$ cat config.mk
export PLATFORM = sky130hd
export DESIGN_NAME = norm_seq
export DESIGN_NICKNAME = d
export VERILOG_FILES = /design/src/rtl/norm_pkg.sv /design/src/rtl/norm_step.sv /design/src/rtl/norm_seq.sv
export SDC_FILE = /design/constraint.sdc
export NUM_CORES = 1
export LEC_CHECK = 0
export CAP_MARGIN = 20
export CORE_ASPECT_RATIO = 1.5
export CORE_MARGIN = 10
export CORE_UTILIZATION = 40
export DETAILED_ROUTE_END_ITERATION = 8
export HOLD_SLACK_MARGIN = 0.06
export PLACE_DENSITY_LB_ADDON = 0.1
export SYNTH_ARGS = -nofsm -noshare
export SYNTH_HDL_FRONTEND = slang
export SYNTH_HIERARCHICAL = 1
export SYNTH_SLANG_ARGS = --single-unit
export TNS_END_PERCENT = 50
$ cat constraint.sdc
create_clock -name clk -period 2.7 [get_ports clk]
set_input_delay 0.405 -clock clk [delete_from_list [all_inputs] [get_ports clk]]
set_output_delay 0.405 -clock clk [all_outputs]
set_load 0.1 [all_outputs]
$ cat src/rtl/norm_pkg.sv
// Shared definitions for the norm_seq normalizer.
//
// Contents:
//   state_e - control FSM states (IDLE, RUN, DONE)

package norm_pkg;

    typedef enum logic [1:0] {
        IDLE = 2'd0,
        RUN  = 2'd1,
        DONE = 2'd2
    } state_e;

endpackage

$ cat src/rtl/norm_step.sv
// One normalization step: decides whether the working value can be shifted
// left by shift_i without losing significance, and produces the shifted value.
//
// Ports:
//   value_i - current working value
//   shift_i - step shift amount s (a power of two, s < Width)
//   next_o  - value_i << s when the shift is taken, else value_i
//   take_o  - the shift is taken
//
// Build option: NORM_SIGNED_EN
//   undefined - unsigned: shift when the top s bits are all zero
//   defined   - two's complement: shift when the top s+1 bits are all equal

module norm_step #(
    parameter int unsigned Width  = 16,
    parameter int unsigned ShiftW = $clog2(Width)
) (
    input  logic [Width-1:0]  value_i,
    input  logic [ShiftW-1:0] shift_i,
    output logic [Width-1:0]  next_o,
    output logic              take_o
);

    logic [Width-1:0] mask;

    always_comb begin
`ifdef NORM_SIGNED_EN
        // Sign bit plus the s bits that would be shifted out must all match.
        mask   = ~({Width{1'b1}} >> ({1'b0, shift_i} + {{ShiftW{1'b0}}, 1'b1}));
        take_o = ((value_i & mask) == '0) || ((value_i & mask) == mask);
`else
        mask   = ~({Width{1'b1}} >> shift_i);
        take_o = ((value_i & mask) == '0);
`endif
        next_o = take_o ? (value_i << shift_i) : value_i;
    end

endmodule

$ cat src/rtl/norm_seq.sv
// Sequential leading-zero normalizer. Accepts a value, then performs a binary
// search over LW cycles (shift width/2, width/4, ..., 1) to left-justify it,
// reporting the total shift applied.
//
// Ports:
//   clk, rst_n           - clock, asynchronous active-low reset
//   in_valid / in_ready  - input handshake (ready only while idle)
//   in_data              - value to normalize
//   out_valid / out_ready- result handshake (held until accepted)
//   out_data             - normalized value
//   out_count            - left-shift amount applied
//   out_zero             - accepted input was all zeros
//
// Build option: NORM_SIGNED_EN selects two's-complement normalization
// (redundant-sign-bit count) instead of unsigned leading-zero count.

module norm_seq
    import norm_pkg::*;
#(
    parameter  int unsigned width = 16,
    localparam int unsigned LW    = $clog2(width)
) (
    input  logic             clk,
    input  logic             rst_n,
    input  logic             in_valid,
    output logic             in_ready,
    input  logic [width-1:0] in_data,
    output logic             out_valid,
    input  logic             out_ready,
    output logic [width-1:0] out_data,
    output logic [LW-1:0]    out_count,
    output logic             out_zero
);

    localparam logic [LW-1:0] FirstShift = LW'(width / 2);
    localparam logic [LW-1:0] LastShift  = LW'(1);

    state_e           state_q, state_d;
    logic [width-1:0] work_q, work_d;
    logic [LW-1:0]    count_q, count_d;
    // Holds the current step's shift amount; doubles as the step counter.
    logic [LW-1:0]    shift_q, shift_d;
    logic             zero_q, zero_d;

    logic             in_ready_q, in_ready_d;
    logic             out_valid_q, out_valid_d;
    logic [width-1:0] out_data_q, out_data_d;
    logic [LW-1:0]    out_count_q, out_count_d;
    logic             out_zero_q, out_zero_d;

    logic [width-1:0] step_next;
    logic             step_take;
    logic [LW-1:0]    count_next;

    norm_step #(
        .Width  (width),
        .ShiftW (LW)
    ) u_step (
        .value_i (work_q),
        .shift_i (shift_q),
        .next_o  (step_next),
        .take_o  (step_take)
    );

    // Shift amounts are distinct powers of two, so OR accumulates the sum.
    assign count_next = step_take ? (count_q | shift_q) : count_q;

    always_comb begin
        state_d     = state_q;
        work_d      = work_q;
        count_d     = count_q;
        shift_d     = shift_q;
        zero_d      = zero_q;
        out_data_d  = out_data_q;
        out_count_d = out_count_q;
        out_zero_d  = out_zero_q;

        unique case (state_q)
            IDLE: begin
                if (in_valid) begin
                    state_d = RUN;
                    work_d  = in_data;
                    count_d = '0;
                    shift_d = FirstShift;
                    zero_d  = (in_data == '0);
                end
            end
            RUN: begin
                work_d  = step_next;
                count_d = count_next;
                if (shift_q == LastShift) begin
                    state_d     = DONE;
                    out_data_d  = step_next;
                    out_count_d = count_next;
                    out_zero_d  = zero_q;
                end else begin
                    shift_d = shift_q >> 1;
                end
            end
            DONE: begin
                if (out_ready) begin
                    state_d = IDLE;
                end
            end
            default: begin
                state_d = IDLE;
            end
        endcase

        in_ready_d  = (state_d == IDLE);
        out_valid_d = (state_d == DONE);
    end

    always_ff @(posedge clk or negedge rst_n) begin
        if (!rst_n) begin
            state_q     <= IDLE;
            work_q      <= '0;
            count_q     <= '0;
            shift_q     <= '0;
            zero_q      <= 1'b0;
            in_ready_q  <= 1'b1;
            out_valid_q <= 1'b0;
            out_data_q  <= '0;
            out_count_q <= '0;
            out_zero_q  <= 1'b0;
        end else begin
            state_q     <= state_d;
            work_q      <= work_d;
            count_q     <= count_d;
            shift_q     <= shift_d;
            zero_q      <= zero_d;
            in_ready_q  <= in_ready_d;
            out_valid_q <= out_valid_d;
            out_data_q  <= out_data_d;
            out_count_q <= out_count_d;
            out_zero_q  <= out_zero_d;
        end
    end

    assign in_ready  = in_ready_q;
    assign out_valid = out_valid_q;
    assign out_data  = out_data_q;
    assign out_count = out_count_q;
    assign out_zero  = out_zero_q;

endmodule

; ---- Word-level counts from Yosys, hierarchy flattened
; Cells that the tools add are included.
[op_classes]
eq_ne = 6
shift = 2
muxes = 13
n_bitwise = 3
reduce_logical = 9
[op_table]
columns = cell, n
row1 = $logic_not A16 Y1, 2
row2 = $mux W16, 2
row3 = $pmux W16 S2, 1
row4 = $and A16 B16 Y16, 1
row5 = $mux W4, 4
row6 = $not A16 Y16, 1
row7 = $pmux W4 S2, 2
row8 = $shl A16 B4 Y16, 1
row9 = $shr A16 B4 Y16 const A, 1
row10 = $mux W2, 3
row11 = $pmux W2 S3, 1
row12 = $reduce_and A2 Y1, 3
row13 = $eq A2 B2 Y1 const B, 2
row14 = $eq A4 B1 Y1 const B, 1
row15 = $logic_not A2 Y1, 2
row16 = $ne A2 B2 Y1 const B, 2
row17 = $or A4 B4 Y4, 1
row18 = $reduce_and A3 Y1, 1
row19 = $eq A2 B1 Y1 const B, 1
row20 = $reduce_bool A2 Y1, 1
[word_totals]
ff_bits = 50
inputBits = 20
out_inout_bits = 23

; ---- Depth between registers and ports, before layout
; Gate-level depths: netlist of the first run.
[logic_depth]
word_depth = 6
ltp_mapped = 11
ltp_nobuf = 7

; ---- Cells and area by module
; The synthesis of the first run kept the hierarchy.
[modules_own_cells]
columns = mod, n_inst, cells_each, area_each_um2, seq_area_each_um2
row1 = norm_seq, 1, 175, 2105.8, 1252.5
row2 = norm_step, 1, 123, 1059.8, 0.0

; ---- Least setup slack after synthesis of the first run
; Ideal clock, no wire load.
[synth_path]
kind = register to register
startpoint = register shift_q[2]
endpoint = register out_data_q[6], in the netlist out_data[6]
setup_time_ns = 0.125
arrival_time_ns = 1.974
path_slack_ns = 0.601
stages_incl_launch_ff = 9
n_path_buf = 2
path_cell_list = dfrtp_1 buf_2 nor2_4 nand2_1 a211oi_4 nand2_4 buf_6 a22o_1 mux2_4
[synth_via]
elab_chain_len = 5
[synth_rtl]
columns = item, line
row1 = start: declaration, norm_seq.sv:42  ; logic [LW-1:0] shift_q, shift_d;
row2 = start signal: assignment, norm_seq.sv:130  ; shift_q <= shift_d;
row3 = $shr A16 B4 Y16, norm_step.sv:32  ; mask = ~({Width{1'b1}} >> shift_i);
row4 = $not A16 Y16, norm_step.sv:32
row5 = $and A16 B16 Y16, norm_step.sv:33  ; take_o = ((value_i & mask) == '0);
row6 = $logic_not A16 Y1, norm_step.sv:33
row7 = $mux W16 *, norm_step.sv:35  ; next_o = take_o ? (value_i << shift_i) : value_i;
row8 = via step_next[6], norm_seq.sv:51  ; logic [width-1:0] step_next;
row9 = end signal: assignment, norm_seq.sv:134  ; out_data_q <= out_data_d;
row10 = end: declaration, norm_seq.sv:47  ; logic [width-1:0] out_data_q, out_data_d;
; Mark *: on every way through the listed nets, which the timed path passes. The rest lies on a longest branch.
; A chain may end at the register's enable or synchronous reset.

; ---- Worst setup path after layout of the first run
[layout_path]
startpoint = register shift_q[0]
endpoint = register out_data_q[13], in the netlist out_data[13]
; Same word-level chain as after synthesis.

==> out/qor.yml, run 1 <==
finish:
  fillers: 742
  final_cells: 444
  drive_above_1_share_pct: 25.7
  final_nets: 361
  final_cell_mix: "dfrtp_1, nand2_1, buf_4"
  final_core_util_pct: 49.5
  final_common_cell: "dfrtp_1"
  area_delta_synth_final_pct: 19.8
  diodes: 0
setup_path:
  reg2reg_to: "out_data[13]$_DFFE_PN0P_"
  endpoint_kind: "flip-flop"
  critical-path-top-cell-by-count: "a211oi_1"
  endpoint: "out_data[13]$_DFFE_PN0P_"
  crit_path_top_delay_cell: "dfrtp_1"
  crit_start: "shift_q[0]$_DFFE_PN0P_"
  worstPathArrival_ns: 2.46
  critical_path_class: "flip-flop to flip-flop"
  rr_startpoint: "shift_q[0]$_DFFE_PN0P_"
  ff2ff_setup_slack_ns: 0.42
  crit_chain: "buf_4 > a211oi_1 > a211oi_1 > a211oi_4 > nand2_4 > mux2_2 > mux2_4"
  worstPathRequired_ns: 2.87
  crit_fanout: 17
  r2r_cells: 7
  start_kind: "flip-flop"
  cpPeakStageDelay_ns: 0.41
floorplanning:
  core-area_mm2: 0.00766
  io_pins: 43
  fp.dieH_um: 129
  rows: 39
  start_util_pct: 41.3
  die-width_um: 92.6
  die_area_mm2: 0.0119
sta:
  rsz0062_at_grt: "no"
  setup-tns-final_ns: 0
  finalCritPeriodShare_pct: 84.6
  clock.fmax_mhz: 438
  setup_violations: 0
  relSlewSlack_pct: 53.3
  worst_pin_slew_ns: 0.693
  setup_slack_ns: 0.417
  slew_violations: 0
  finalClockSkew_ns: 0.00979
  fin_crit_ns: 2.28
  finalHoldViolCount: 0
clock_network:
  clkSinkCount: 50
  root_buffer: "clkbuf_16"
  insertion_delay_ns: 0.29
  cts_buffers: 5
  cts_tree: "built"
  cts_max_path_buffers: 2
  cts_setup_buffers: 0
  h-tree-depth: 2
  path_clk_slew_ns: 0.06
route:
  drc: 0
  num_vias: 2459
  drt-wirelength-per-cell_um: 19.0
  viasPerCell: 5.54
  ant_nets: 0
  initialDrtViolationCount: 158
  wl_mm: 8.43
  first_pass_iters: 4
synthesis:
  avgSynthCellArea_um2: 10.6
  synth_edf_count: 0
  yosysWarningCount: 6
  synth_top_area_share_pct: 38.7
  synth-main-ff-cell: "dfrtp_1"
  synth_async_sr_flop_share_pct: 100
  syn-num-nets: 318
  synth_cell_types: 46
  synthesis.area_mm2: 0.00317
  synth.yosys.seq_area_share_pct: 39.6
  synth_area_leaders: "dfrtp_1, mux2i_1, mux4_2"
  synth_largest_area_cell: "dfrtp_1"
  syn-instance-count: 298
  synth_seq_cells: 50
job:
  max_cap_violations: 0
grt:
  overflow: 0
  gr-usage-all-layers_pct: 14.4
  grt_max_degree: 36
  antenna_found_initial: 0
  grt_first_pass_wirelength_mm: 13.6
  grt_pass1_vias: 2563
min_path:
  hold_path.class: "flip-flop to flip-flop"
  holdCritStartpoint: "count_q[0]$_DFFE_PN0P_"
placement:
  place_congestion: 0.815
  io_buffers: 42
  dpl.cell_count: 435
  dp_slack_ns: 0.455
  dp_hpwl_mm: 6.36
run_status:
  status: "complete, no violations"
-- state kept, by name, summed over array words and instances (netlist names) --
register and flops:
zero_q 1, in_ready 1, work_q 16, out_zero 1, count_q 4, out_valid 1, out_data 16, out_count 4
state_q 2, shift_q 4
-- worst min-delay path by stage --
| stage | slack (ns) | end | cells past startpoint |
|---|---|---|---|
| 2_1_floorplan | 0.11 | count_q[0]$_DFFE_PN0P_ | 0 |
| 3_3_place_gp | 0.34 | out_valid$_DFF_PN0_ | 1 |
| 3_5_place_dp | 0.33 | out_valid$_DFF_PN0_ | 1 |
| 4_1_cts | 0.50 | count_q[1]$_DFFE_PN0P_ | 2 |
| 5_1_grt | 0.52 | out_zero$_DFFE_PN0P_ | 1 |
| 6_report | 0.50 | count_q[0]$_DFFE_PN0P_ | 2 |
-- what timing repair did --
| item | in CTS | in global routing |
|---|---|---|
| endpoints found under the setup margin | 0 | 0 |
| resized for setup | 0 | 0 |
| hold buffers | 1 | 0 |
| endpoints found under the hold margin | 14 | 0 |
-- critical path: cells and delay by family, from the launching register on --
| kind | cells | cell delay, ns |
|---|---|---|
| simple gates | 1 | 0.24 |
| flops | 1 | 0.41 |
| buf+inv | 1 | 0.26 |
| compound gates | 3 | 0.60 |
| mux | 2 | 0.66 |
-- Yosys cell counts (all sizes together), types with 2 or more instances --
library cell  instances
inv                   8
nor2b                 4
o22ai                 7
nor2                 18
dfrtp                49
o2bb2ai               2
a21oi                17
o21ai                23
nand2                38
nor4                  4
a31oi                12
a22o                  4
clkbuf                6
o31ai                 2
a211oi                4
o21a                  3
buf                  14
mux2                 28
mux2i                31
mux4                  9
nand2b                3
-- layout make-up --
class / count / area (um^2) / area share (%)
Multi-Input combinational cell: 219 / 1740 / 45.8
Sequential cell: 50 / 1250 / 33.0
Timing Repair Buffer: 56 / 478 / 12.6
Clock buffer: 7 / 133 / 3.50
Tap cell: 102 / 128 / 3.37
Inverter: 9 / 33.8 / 0.891
Clock inverter: 1 / 30.0 / 0.792
-- metrics by stage --
step | hold slack, ns | cell area, um^2
floorplan | 0.109 | 3170
global placement | 0.344 | 3620
detailed placement | 0.334 | 3620
CTS | 0.504 | 3790
global route | 0.520 | 3790
finish | 0.502 | 3790
-- routing by layer --
layer  vias up  wire length, um  GRT usage [%]
met5         -                0              0
met4         0              209           6.83
met3        11              221           2.50
met2        49             4540           26.2
met1      1216             3450           15.8
li1       1183                -              -
-- kinds of logic (layout without fill, tap and decap cells) --
group           count (synthesis)  count (layout)  share of synthesized area, %
compound gates                 80              80                          16.7
flops                          50              50                          39.6
buf+inv                        29              73                          5.65
mux                            68              68                          27.1
simple gates                   71              71                          11.0
Power of run 1 is left out: the tool's default activity adds up to more than one toggle a clock period on the data nets, which glitch-free logic cannot reach.
==> run 2: changes to the inputs <==
Clock period 2.7 ns to 2.3 ns, I/O delays scaled along.
==> run 2 against run 1 <==
  * Sequential cell count unchanged
  * Clock skew down 0.0045 ns
  * Critical path type unchanged
  * Largest cell class unchanged
  * Global-route usage up 0.19 points
  * Highest routed layer unchanged
==> out/qor.yml, run 2 (synthesis gave the netlist of run 1 again) <==
job:
  max_cap_violations: 0  # unchanged
setup_path:
  endpoint_kind: "flip-flop"
  r2r_cells: 7  # unchanged
  crit_chain: "buf_4 > a211oi_1 > a211oi_1 > a211oi_4 > nand2_4 > mux2_1 > mux2_4"
  critical-path-top-cell-by-count: "a211oi_1"
  crit_path_top_delay_cell: "dfrtp_2"
  ff2ff_setup_slack_ns: 0.08  # -0.33 ns
  worstPathRequired_ns: 2.48  # -0.39 ns
  rr_startpoint: "shift_q[0]$_DFFE_PN0P_"
  reg2reg_to: "out_data[10]$_DFFE_PN0P_"
  worstPathArrival_ns: 2.40  # -0.06 ns
  start_kind: "flip-flop"
  crit_fanout: 16  # -1
  cpPeakStageDelay_ns: 0.47  # +0.06 ns
  crit_start: "shift_q[0]$_DFFE_PN0P_"
  critical_path_class: "flip-flop to flip-flop"
sta:
  fin_crit_ns: 2.22  # -0.0654 ns
  finalClockSkew_ns: 0.00528  # -0.00451 ns
  clock.fmax_mhz: 451  # +2.9%
  finalCritPeriodShare_pct: 96.4  # +12 points
  timing.hold.ws_ns: 0.481  # -0.0212 ns
  relSlewSlack_pct: 63.9  # +11 points
  worst_pin_slew_ns: 0.540  # -0.154 ns
  setup-tns-final_ns: 0  # unchanged
  slew_violations: 0  # unchanged
  rsz0062_at_grt: "no"
  finalHoldViolCount: 0  # unchanged
  setup_violations: 0  # unchanged
route:
  wl_mm: 8.71  # +3.3%
  num_vias: 2526  # +2.7%
  drt-wirelength-per-cell_um: 19.0  # +0.18%
  ant_nets: 0  # unchanged
  first_pass_iters: 4  # unchanged
  drc: 0  # unchanged
  initialDrtViolationCount: 156  # -1.3%
  viasPerCell: 5.52  # -0.42%
placement:
  io_buffers: 42  # unchanged
  dp_hpwl_mm: 6.68  # +5.1%
  place_congestion: 0.861  # +5.6%
floorplanning:
  rows: 39  # unchanged
  core-area_mm2: 0.00766  # unchanged
  fp.dieH_um: 129  # unchanged
  die_area_mm2: 0.0119  # unchanged
  die-width_um: 92.6  # unchanged
  io_pins: 43  # unchanged
  start_util_pct: 41.3  # unchanged
run_status:
  status: "complete, no violations"
clock_network:
  insertion_delay_ns: 0.29  # about the same
  root_buffer: "clkbuf_16"
  cts_max_path_buffers: 2  # unchanged
  clkSinkCount: 50  # unchanged
  h-tree-depth: 2  # unchanged
  cts_tree: "built"
  path_clk_slew_ns: 0.07  # about the same
  cts_buffers: 5  # unchanged
grt:
  grt_max_degree: 34  # -5.6%
  grt_pass1_vias: 2631  # +2.7%
  antenna_found_initial: 0  # unchanged
  gr-usage-all-layers_pct: 14.6  # +0.19 points
  overflow: 0  # unchanged
  grt_first_pass_wirelength_mm: 13.9  # +2.2%
finish:
  area_delta_synth_final_pct: 23.0
  fillers: 729  # -1.8%
  diodes: 0  # unchanged
  final_cell_mix: "dfrtp_1, buf_4, nand2_1"
  final_nets: 375  # +3.9%
  drive_above_1_share_pct: 29.2  # +3.5 points
min_path:
  hold_path.class: "input pin to asynchronous set/reset pin"
==> run 2: cell count changes in the layout (fill, tap and decap cells not counted) <==
cell	delta
buf_12	+1
buf_4	+13
bufinv_16	-1
clkbuf_1	-1
clkbuf_8	+1
clkinv_2	+1
dfrtp_1	-1
dfrtp_2	+1
==> run 2: critical path, delay by kind of cell, from the launching register on <==
kind / cells / cell delay [ns]
mux: 2 / 0.65
compound gates: 3 / 0.59
flops: 1 / 0.47
simple gates: 1 / 0.21
buf+inv: 1 / 0.18
==> run 2: routing by layer <==
metal	routed length, um	GRT usage, %	up-vias
li1	-	-	1209
met1	3420	15.8	1235
met3	336	2.56	16
met5	0	0	-
met2	4670	26.7	66
met4	276	7.10	0
==> run 2: area by class of cell <==
class | instances | area, um^2 | area share, %
inverter | 9 | 33.8 | 0.867
clock buffer | 7 | 143 | 3.66
timing repair buffer | 70 | 596 | 15.3
multi-input combinational | 219 | 1740 | 44.6
clock inverter | 1 | 5.00 | 0.128
sequential | 50 | 1250 | 32.2
tap | 102 | 128 | 3.28
==> run 2: repair_timing <==
action                     in CTS  in global routing
hold endpoints to repair       12                  0
resized for setup               0                  1
setup buffers                   0                  0
hold buffers                    1                  0
setup endpoints to repair       0                  9
==> run 2: worst max-delay path by stage <==
stage | endpoint
floorplan | out_data[6]$_DFFE_PN0P_
global placement | out_data[12]$_DFFE_PN0P_
detailed placement | out_data[8]$_DFFE_PN0P_
CTS | out_data[8]$_DFFE_PN0P_
global route | out_data[8]$_DFFE_PN0P_
finish | out_data[10]$_DFFE_PN0P_
==> run 2: stage by stage <==
step	setup WS, ns	instance area [um^2]	util, %	instances
2_1_floorplan	0.201	3170	-	298
3_3_place_gp	0.103	3740	48.8	449
3_5_place_dp	0.0889	3740	48.8	449
4_1_cts	0.0725	3890	50.8	458
5_1_grt	0.0163	3890	50.8	458
6_report	0.0820	3890	50.8	458
Power of run 2 is left out for the same reason.
